`src/rtl/mem_port_arbiter_if.sv`:
```
// Signal bundle tying the data-memory arbiter to the core path, the user read port and the memory.
// The slave view belongs to the arbiter; the master view to the requesters and the memory array.
interface mem_port_arbiter_if #(
    parameter int AW = 6,
    parameter int DW = 16
);
    logic          core_req;
    logic          core_we;
    logic [AW-1:0] core_addr;
    logic [DW-1:0] core_wdata;
    logic          core_ack;
    logic [DW-1:0] core_rdata;
    logic          usr_req;
    logic [AW-1:0] usr_addr;
    logic          usr_ack;
    logic [DW-1:0] usr_rdata;
    logic          stall;
    logic          mem_en;
    logic          mem_we;
    logic [AW-1:0] mem_addr;
    logic [DW-1:0] mem_wdata;
    logic [DW-1:0] mem_rdata;

    modport slave (
        input  core_req, core_we, core_addr, core_wdata, usr_req, usr_addr, mem_rdata,
        output core_ack, core_rdata, usr_ack, usr_rdata, stall,
        output mem_en, mem_we, mem_addr, mem_wdata
    );

    modport master (
        output core_req, core_we, core_addr, core_wdata, usr_req, usr_addr, mem_rdata,
        input  core_ack, core_rdata, usr_ack, usr_rdata, stall,
        input  mem_en, mem_we, mem_addr, mem_wdata
    );
endinterface

```
`src/rtl/mem_port_arbiter.sv`:
```
// Single-port data memory arbiter: core has priority, an aging counter guarantees the user port progress.
// Optional grant statistics are enabled by defining ARB_STATS_EN.
module mem_port_arbiter #(
    parameter int AW       = 6,
    parameter int DW       = 16,
    parameter int MAX_WAIT = 4
) (
    input  logic              clk,
    input  logic              rst,
    mem_port_arbiter_if.slave bus
`ifdef ARB_STATS_EN
    ,
    output logic [15:0]       core_gnt_cnt,
    output logic [15:0]       usr_gnt_cnt
`endif
);

    localparam int WW = (MAX_WAIT > 0) ? $clog2(MAX_WAIT + 1) : 1;
    localparam logic [WW-1:0] WAIT_LIM = WW'(MAX_WAIT);

    typedef enum logic [2:0] {
        IDLE,
        ISSUE_C,
        ISSUE_U,
        RESP_C,
        RESP_U
    } state_t;

    state_t        state;
    state_t        next_state;
    logic          grant_core;
    logic          grant_usr;
    logic          mem_en;
    logic          mem_we;
    logic          lat_we;
    logic [AW-1:0] lat_addr;
    logic [DW-1:0] lat_wdata;
    logic [WW-1:0] wait_cnt;
    logic          core_ack;
    logic          usr_ack;
    logic [DW-1:0] core_rdata;
    logic [DW-1:0] usr_rdata;
    logic          usr_owned;

    always_ff @(posedge clk or negedge rst) begin
        if (!rst) begin
            state <= IDLE;
        end else begin
            state <= next_state;
        end
    end

    // Arbitration happens only in IDLE; an access in flight always runs to completion.
    always_comb begin
        next_state = state;
        grant_core = 1'b0;
        grant_usr  = 1'b0;
        mem_en     = 1'b0;
        mem_we     = 1'b0;
        case (state)
            IDLE: begin
                if (bus.core_req && (!bus.usr_req || (wait_cnt < WAIT_LIM))) begin
                    grant_core = 1'b1;
                    next_state = ISSUE_C;
                end else if (bus.usr_req) begin
                    grant_usr  = 1'b1;
                    next_state = ISSUE_U;
                end
            end
            ISSUE_C: begin
                mem_en     = 1'b1;
                mem_we     = lat_we;
                next_state = RESP_C;
            end
            ISSUE_U: begin
                mem_en     = 1'b1;
                next_state = RESP_U;
            end
            RESP_C:  next_state = IDLE;
            RESP_U:  next_state = IDLE;
            default: next_state = IDLE;
        endcase
    end

    assign usr_owned = (state == ISSUE_U) || (state == RESP_U);

    always_ff @(posedge clk or negedge rst) begin
        if (!rst) begin
            lat_we     <= 1'b0;
            core_ack   <= 1'b0;
            usr_ack    <= 1'b0;
            core_rdata <= '0;
            usr_rdata  <= '0;
            wait_cnt   <= '0;
        end else begin
            if (grant_core) begin
                lat_we <= bus.core_we;
            end else if (grant_usr) begin
                lat_we <= 1'b0;
            end
            core_ack <= (state == RESP_C);
            usr_ack  <= (state == RESP_U);
            if ((state == RESP_C) && !lat_we) begin
                core_rdata <= bus.mem_rdata;
            end
            if (state == RESP_U) begin
                usr_rdata <= bus.mem_rdata;
            end
            // Age the user request only while someone else holds the memory.
            if (grant_usr) begin
                wait_cnt <= '0;
            end else if (bus.usr_req && !usr_owned && (wait_cnt < WAIT_LIM)) begin
                wait_cnt <= wait_cnt + WW'(1);
            end
        end
    end

    always_ff @(posedge clk) begin
        if (grant_core) begin
            lat_addr  <= bus.core_addr;
            lat_wdata <= bus.core_wdata;
        end else if (grant_usr) begin
            lat_addr  <= bus.usr_addr;
        end
    end

    assign bus.mem_en     = mem_en;
    assign bus.mem_we     = mem_we;
    assign bus.mem_addr   = lat_addr;
    assign bus.mem_wdata  = lat_wdata;
    assign bus.core_ack   = core_ack;
    assign bus.usr_ack    = usr_ack;
    assign bus.core_rdata = core_rdata;
    assign bus.usr_rdata  = usr_rdata;
    assign bus.stall      = bus.core_req & ~core_ack;

`ifdef ARB_STATS_EN
    always_ff @(posedge clk or negedge rst) begin
        if (!rst) begin
            core_gnt_cnt <= '0;
            usr_gnt_cnt  <= '0;
        end else begin
            if (grant_core) begin
                core_gnt_cnt <= core_gnt_cnt + 16'd1;
            end
            if (grant_usr) begin
                usr_gnt_cnt <= usr_gnt_cnt + 16'd1;
            end
        end
    end
`endif

endmodule

```
`src/flat_wrapper.sv`:
```
// flat-port wrapper written by rule: the top's interface ports become plain ports
module mem_port_arbiter_flat 
#(
    parameter int AW       = 6,
    parameter int DW       = 16,
    parameter int MAX_WAIT = 4
)
  (clk, rst, bus_core_req, bus_core_we, bus_core_addr, bus_core_wdata, bus_usr_req, bus_usr_addr, bus_mem_rdata, bus_core_ack, bus_core_rdata, bus_usr_ack, bus_usr_rdata, bus_stall, bus_mem_en, bus_mem_we, bus_mem_addr, bus_mem_wdata);
  mem_port_arbiter_if #(.AW(AW), .DW(DW)) bus_i ();
  input  logic clk;
  input  logic rst;
  input wire logic [$bits(bus_i.core_req)-1:0] bus_core_req;
  input wire logic [$bits(bus_i.core_we)-1:0] bus_core_we;
  input wire logic [$bits(bus_i.core_addr)-1:0] bus_core_addr;
  input wire logic [$bits(bus_i.core_wdata)-1:0] bus_core_wdata;
  input wire logic [$bits(bus_i.usr_req)-1:0] bus_usr_req;
  input wire logic [$bits(bus_i.usr_addr)-1:0] bus_usr_addr;
  input wire logic [$bits(bus_i.mem_rdata)-1:0] bus_mem_rdata;
  output wire logic [$bits(bus_i.core_ack)-1:0] bus_core_ack;
  output wire logic [$bits(bus_i.core_rdata)-1:0] bus_core_rdata;
  output wire logic [$bits(bus_i.usr_ack)-1:0] bus_usr_ack;
  output wire logic [$bits(bus_i.usr_rdata)-1:0] bus_usr_rdata;
  output wire logic [$bits(bus_i.stall)-1:0] bus_stall;
  output wire logic [$bits(bus_i.mem_en)-1:0] bus_mem_en;
  output wire logic [$bits(bus_i.mem_we)-1:0] bus_mem_we;
  output wire logic [$bits(bus_i.mem_addr)-1:0] bus_mem_addr;
  output wire logic [$bits(bus_i.mem_wdata)-1:0] bus_mem_wdata;
  assign bus_i.core_req = bus_core_req;
  assign bus_i.core_we = bus_core_we;
  assign bus_i.core_addr = bus_core_addr;
  assign bus_i.core_wdata = bus_core_wdata;
  assign bus_i.usr_req = bus_usr_req;
  assign bus_i.usr_addr = bus_usr_addr;
  assign bus_i.mem_rdata = bus_mem_rdata;
  assign bus_core_ack = bus_i.core_ack;
  assign bus_core_rdata = bus_i.core_rdata;
  assign bus_usr_ack = bus_i.usr_ack;
  assign bus_usr_rdata = bus_i.usr_rdata;
  assign bus_stall = bus_i.stall;
  assign bus_mem_en = bus_i.mem_en;
  assign bus_mem_we = bus_i.mem_we;
  assign bus_mem_addr = bus_i.mem_addr;
  assign bus_mem_wdata = bus_i.mem_wdata;
  mem_port_arbiter #(.AW(AW), .DW(DW), .MAX_WAIT(MAX_WAIT)) u_core (.clk(clk), .rst(rst), .bus(bus_i));
endmodule
```
`config.mk`:
```
export PLATFORM = sky130hd
export DESIGN_NAME = mem_port_arbiter_flat
export DESIGN_NICKNAME = d
export VERILOG_FILES = /design/src/rtl/mem_port_arbiter_if.sv /design/src/rtl/mem_port_arbiter.sv /design/src/flat_wrapper.sv
export SDC_FILE = /design/constraint.sdc
export NUM_CORES = 1
export LEC_CHECK = 0
export CORE_MARGIN = 4
export CORE_UTILIZATION = 40
export CTS_CLUSTER_SIZE = 10
export DETAILED_ROUTE_END_ITERATION = 12
export HOLD_SLACK_MARGIN = 0.06
export PLACE_DENSITY_LB_ADDON = 0.1
export SYNTH_ARGS = -nofsm -noshare
export SYNTH_HDL_FRONTEND = slang
export SYNTH_SLANG_ARGS = --single-unit
```
`constraint.sdc`:
```
create_clock -name clk -period 2.1 [get_ports clk]
set_input_delay 0.21 -clock clk [delete_from_list [all_inputs] [get_ports clk]]
set_output_delay 0.21 -clock clk [all_outputs]
set_load 0.02 [all_outputs]
```
==> results_tabular.tex <==
\begin{tabular}{lr}
\hline
Metric & Value \\
\hline
\multicolumn{2}{l}{\textbf{Timing}} \\
\quad RSZ-0062 raised after global routing & no \\
\quad Worst hold margin & 0.269 ns \\
\quad Number of hold violations in the final report & 0 \\
\quad Number of max-slew violations in the final report & 0 \\
\quad Worst-case headroom to the max-slew limit & 71.4\% \\
\quad Share of the clock period used by the worst path after layout & 94.0\% \\
\quad Total negative slack & 0 ns \\
\quad Final period demand of the worst path & 1.97 ns \\
\quad Endpoints failing setup & 0 \\
\quad Transition time at the pin with the least slew margin & 0.426 ns \\
\quad Setup ws final & 0.126 ns \\
\quad Clock Skews & 0.00542 ns \\
\quad Maximum frequency from static timing analysis & 507 MHz \\
\multicolumn{2}{l}{\textbf{Synth}} \\
\quad Unique masters post-synth & 28 \\
\quad Flop and latch count out of synthesis & 63 \\
\quad Yosys top cell area share & 41.7\% \\
\quad Syn\_area\_per\_cell & 17.1 um2 \\
\quad Post-Synthesis Cells & 144 \\
\quad Number of warnings reported in the yosys synthesis log & 0 \\
\quad Cell types occupying the most area after synthesis & dfrtp\_1 (42\%), edfxtp\_1 (27\%), mux2\_2 (13\%), mux2\_4 (6.1\%), buf\_6 (1.4\%) \\
\quad Fraction of registers with async set or reset after synthesis & 65.1\% \\
\quad Area of the mapped netlist & 2460 um2 \\
\quad Dominant cell type by area after synthesis & dfrtp\_1 \\
\quad Sequential element share of the synthesized area & 68.6\% \\
\quad Number of nets produced by synthesis & 194 \\
\quad Primary FF master, synth & dfrtp\_1 \\
\quad Number of synthesized flops with an enable pin & 22 \\
\multicolumn{2}{l}{\textbf{Critical path}} \\
\quad Nature of the critical path startpoint & register \\
\quad Combined buffer and inverter count along the critical path & 1 \\
\quad Worst-path cell chain & nor2\_1 > nand2\_1 > nor2\_1 > clkdlybuf4s50\_1 \\
\quad Critical path's most frequent cell & nor2\_1 \\
\quad Largest delay contributor family on the critical path & buffers and inverters \\
\quad Setup slack, reg-to-reg & 0.34 ns \\
\quad CP Max Fanout & 8 \\
\quad Sort of element at the end of the critical path & primary output \\
\quad Data required time at the worst endpoint & 1.89 ns \\
\quad Arr. time, crit path & 1.76 ns \\
\quad Crit-path slowest cell & clkdlybuf4s50\_1 \\
\quad CP Class & register to primary output \\
\quad Slowest cell delay on critical path & 0.62 ns \\
\multicolumn{2}{l}{\textbf{Hold path}} \\
\quad Worst hold-check path type & primary input to async pin \\
\multicolumn{2}{l}{\textbf{Clocking}} \\
\quad Post-CTS Repair Setup Buffers & 0 \\
\quad Clock-pin slew reported for the worst setup and hold paths after clock tree synthesis & 0.07 ns \\
\quad Maximum clock path buffer count & 2 \\
\quad CTS tree & done \\
\quad Worst-skew pair later-pin latency & 0.33 ns \\
\quad H-tree levels & 3 \\
\quad Total clock sinks & 63 \\
\quad Root Driver & clkbuf\_8 \\
\quad Clock buffer count from CTS & 9 \\
\multicolumn{2}{l}{\textbf{Detailed routing}} \\
\quad Wire length reported by the detailed router & 5450 um \\
\quad Detailed Routing Iterations Pass 1 & 4 \\
\quad Number of design rule violations left after detail routing & 0 \\
\quad Routed via count & 1585 \\
\quad Residual antenna-violating net count after detailed routing & 0 \\
\quad Initial DRC Count & 34 \\
\quad Wire length per cell & 15.9 um \\
\quad Via density per instance & 4.63 \\
\multicolumn{2}{l}{\textbf{Die}} \\
\quad Placement Rows & 28 \\
\quad I/O pin count & 108 \\
\quad Die X-Extent & 86.4 um \\
\quad Core region area & 5960 um2 \\
\quad Die height & 86.4 um \\
\quad Floorplan die area & 7460 um2 \\
\quad Starting density of the core & 41.3\% \\
\multicolumn{2}{l}{\textbf{Global route}} \\
\quad Initial antenna violation count & 0 \\
\quad Global-route usage over all layers & 16.0\% \\
\quad Pin count of the biggest net entering global routing & 18 \\
\quad Wire length of the first global-routing pass & 8820 um \\
\quad Vias in the first global route & 1686 \\
\quad Grt total ovfl & 0 \\
\multicolumn{2}{l}{\textbf{Cells and area}} \\
\quad Ant. Diodes & 0 \\
\quad Post-route cell area & 3780 um2 \\
\quad Fraction of layout instances using a drive strength above 1 & 21.7\% \\
\quad Most common library cell in the layout ignoring fill and taps & clkdlybuf4s50\_1 \\
\quad Final cell count without fillers & 342 \\
\quad Top library cells by usage in the layout, fill and taps aside & clkdlybuf4s50\_1 (106), dfrtp\_1 (41), mux2\_2 (28) \\
\quad P\&R area growth vs syn & 53.8\% \\
\quad NumNets Final & 312 \\
\multicolumn{2}{l}{\textbf{Power}} \\
\quad Largest voltage drop on the vdd net & 0.733 mV \\
\quad Leakage Power & 1.53 nW \\
\quad Total power per unit cell area & 1490 nW/um2 \\
\multicolumn{2}{l}{\textbf{Placement}} \\
\quad \# placed instances & 325 \\
\quad Sum of net half-perimeters after detailed placement & 4040 um \\
\quad Port Buffer Count & 107 \\
\quad Worst setup slack after placement & 0.320 ns \\
\quad Total placed instance area & 3590 um2 \\
\quad Final weighted congestion of routability-driven global placement & 0.716 \\
\multicolumn{2}{l}{\textbf{Run}} \\
\quad Max Cap Violations & 0 \\
\multicolumn{2}{l}{\textbf{Run status}} \\
\quad Run status & finished clean \\
\hline
\end{tabular}
## cell usage after synthesis, types with 2 or more instances
cell,count
mux2_4,10
dfrtp_1,41
inv_1,5
edfxtp_1,22
nand2_1,4
mux2_2,28
o21a_1,2
buf_6,3
nor2_1,4
nor2b_1,2
buf_4,2
o31ai_1,4
mux2i_1,2
## through the flow
step / util [%] / power, W
after CTS: 63.5 / 0.00574
after floorplan: - / 0.00357
after global routing: 63.5 / 0.00600
final: 63.5 / 0.00565
after global placement: 60.3 / 0.00470
after detailed placement: 60.3 / 0.00473
## sequential cells by signal, indices dropped and copies added (netlist names)
signal                 count
u_core.bus.core_rdata     16
u_core.wait_cnt            3
u_core.state               3
u_core.bus.usr_ack         1
u_core.bus.mem_addr        6
u_core.bus.core_ack        1
u_core.bus.mem_wdata      16
u_core.bus.usr_rdata      16
u_core.lat_we              1
## kinds of logic (layout without fill, tap and decap cells)
logic type,after synthesis,count (layout),share of synthesized area [%]
mux,40,40,19.7
buf+inv,11,134,3.36
fa+ha+maj,1,1,0.509
flops,63,63,68.6
simple gates,17,17,4.02
compound gates,10,10,3.05
xor+xnor,2,2,0.713
## path summary, 6_finish.rpt
path                                     startpoint                        to  cells after the start
setup / recovery                    u_core.state[1]                bus_mem_we                      4
hold / removal                                  rst  u_core.bus.core_rdata[7]                      2
setup reg to reg                    u_core.state[0]   u_core.bus.mem_wdata[5]                      4
hold reg to reg            u_core.bus.usr_rdata[10]  u_core.bus.usr_rdata[10]                      1
max in group asynchronous                       rst  u_core.bus.core_rdata[3]                      3
min in group clk                 bus_core_wdata[11]  u_core.bus.mem_wdata[11]                      1
## repair_timing
item,in CTS,in global routing
hold endpoints to repair,26,0
gates resized for setup,0,0
hold buffers,1,0
## power by group
part / internal (W) / switching [W] / total [W]
Sequential: 0.00182 / 0.000263 / 0.00208
Combinational: 0.00139 / 0.00121 / 0.00260
Clock: 0.000532 / 0.000438 / 0.000970
Total: 0.00374 / 0.00191 / 0.00565
## area by class of cell
cell class	instances	area, um2
clock buffers	10	128
clock inverters	6	51.3
fillers	483	2170
inverters	5	18.8
multi-input cells	70	689
flip-flops and latches	63	1690
well taps	75	93.8
repair buffers	113	1110
## layer usage
metal	part of all wire, %	vias up	GRT usage (%)
met5	0	-	0
met4	0.44	0	7.22
li1	-	758	-
met3	10	2	6.37
met1	41	757	19.0
met2	48	68	25.6
Note: power is estimated with default switching activity, not from simulation.
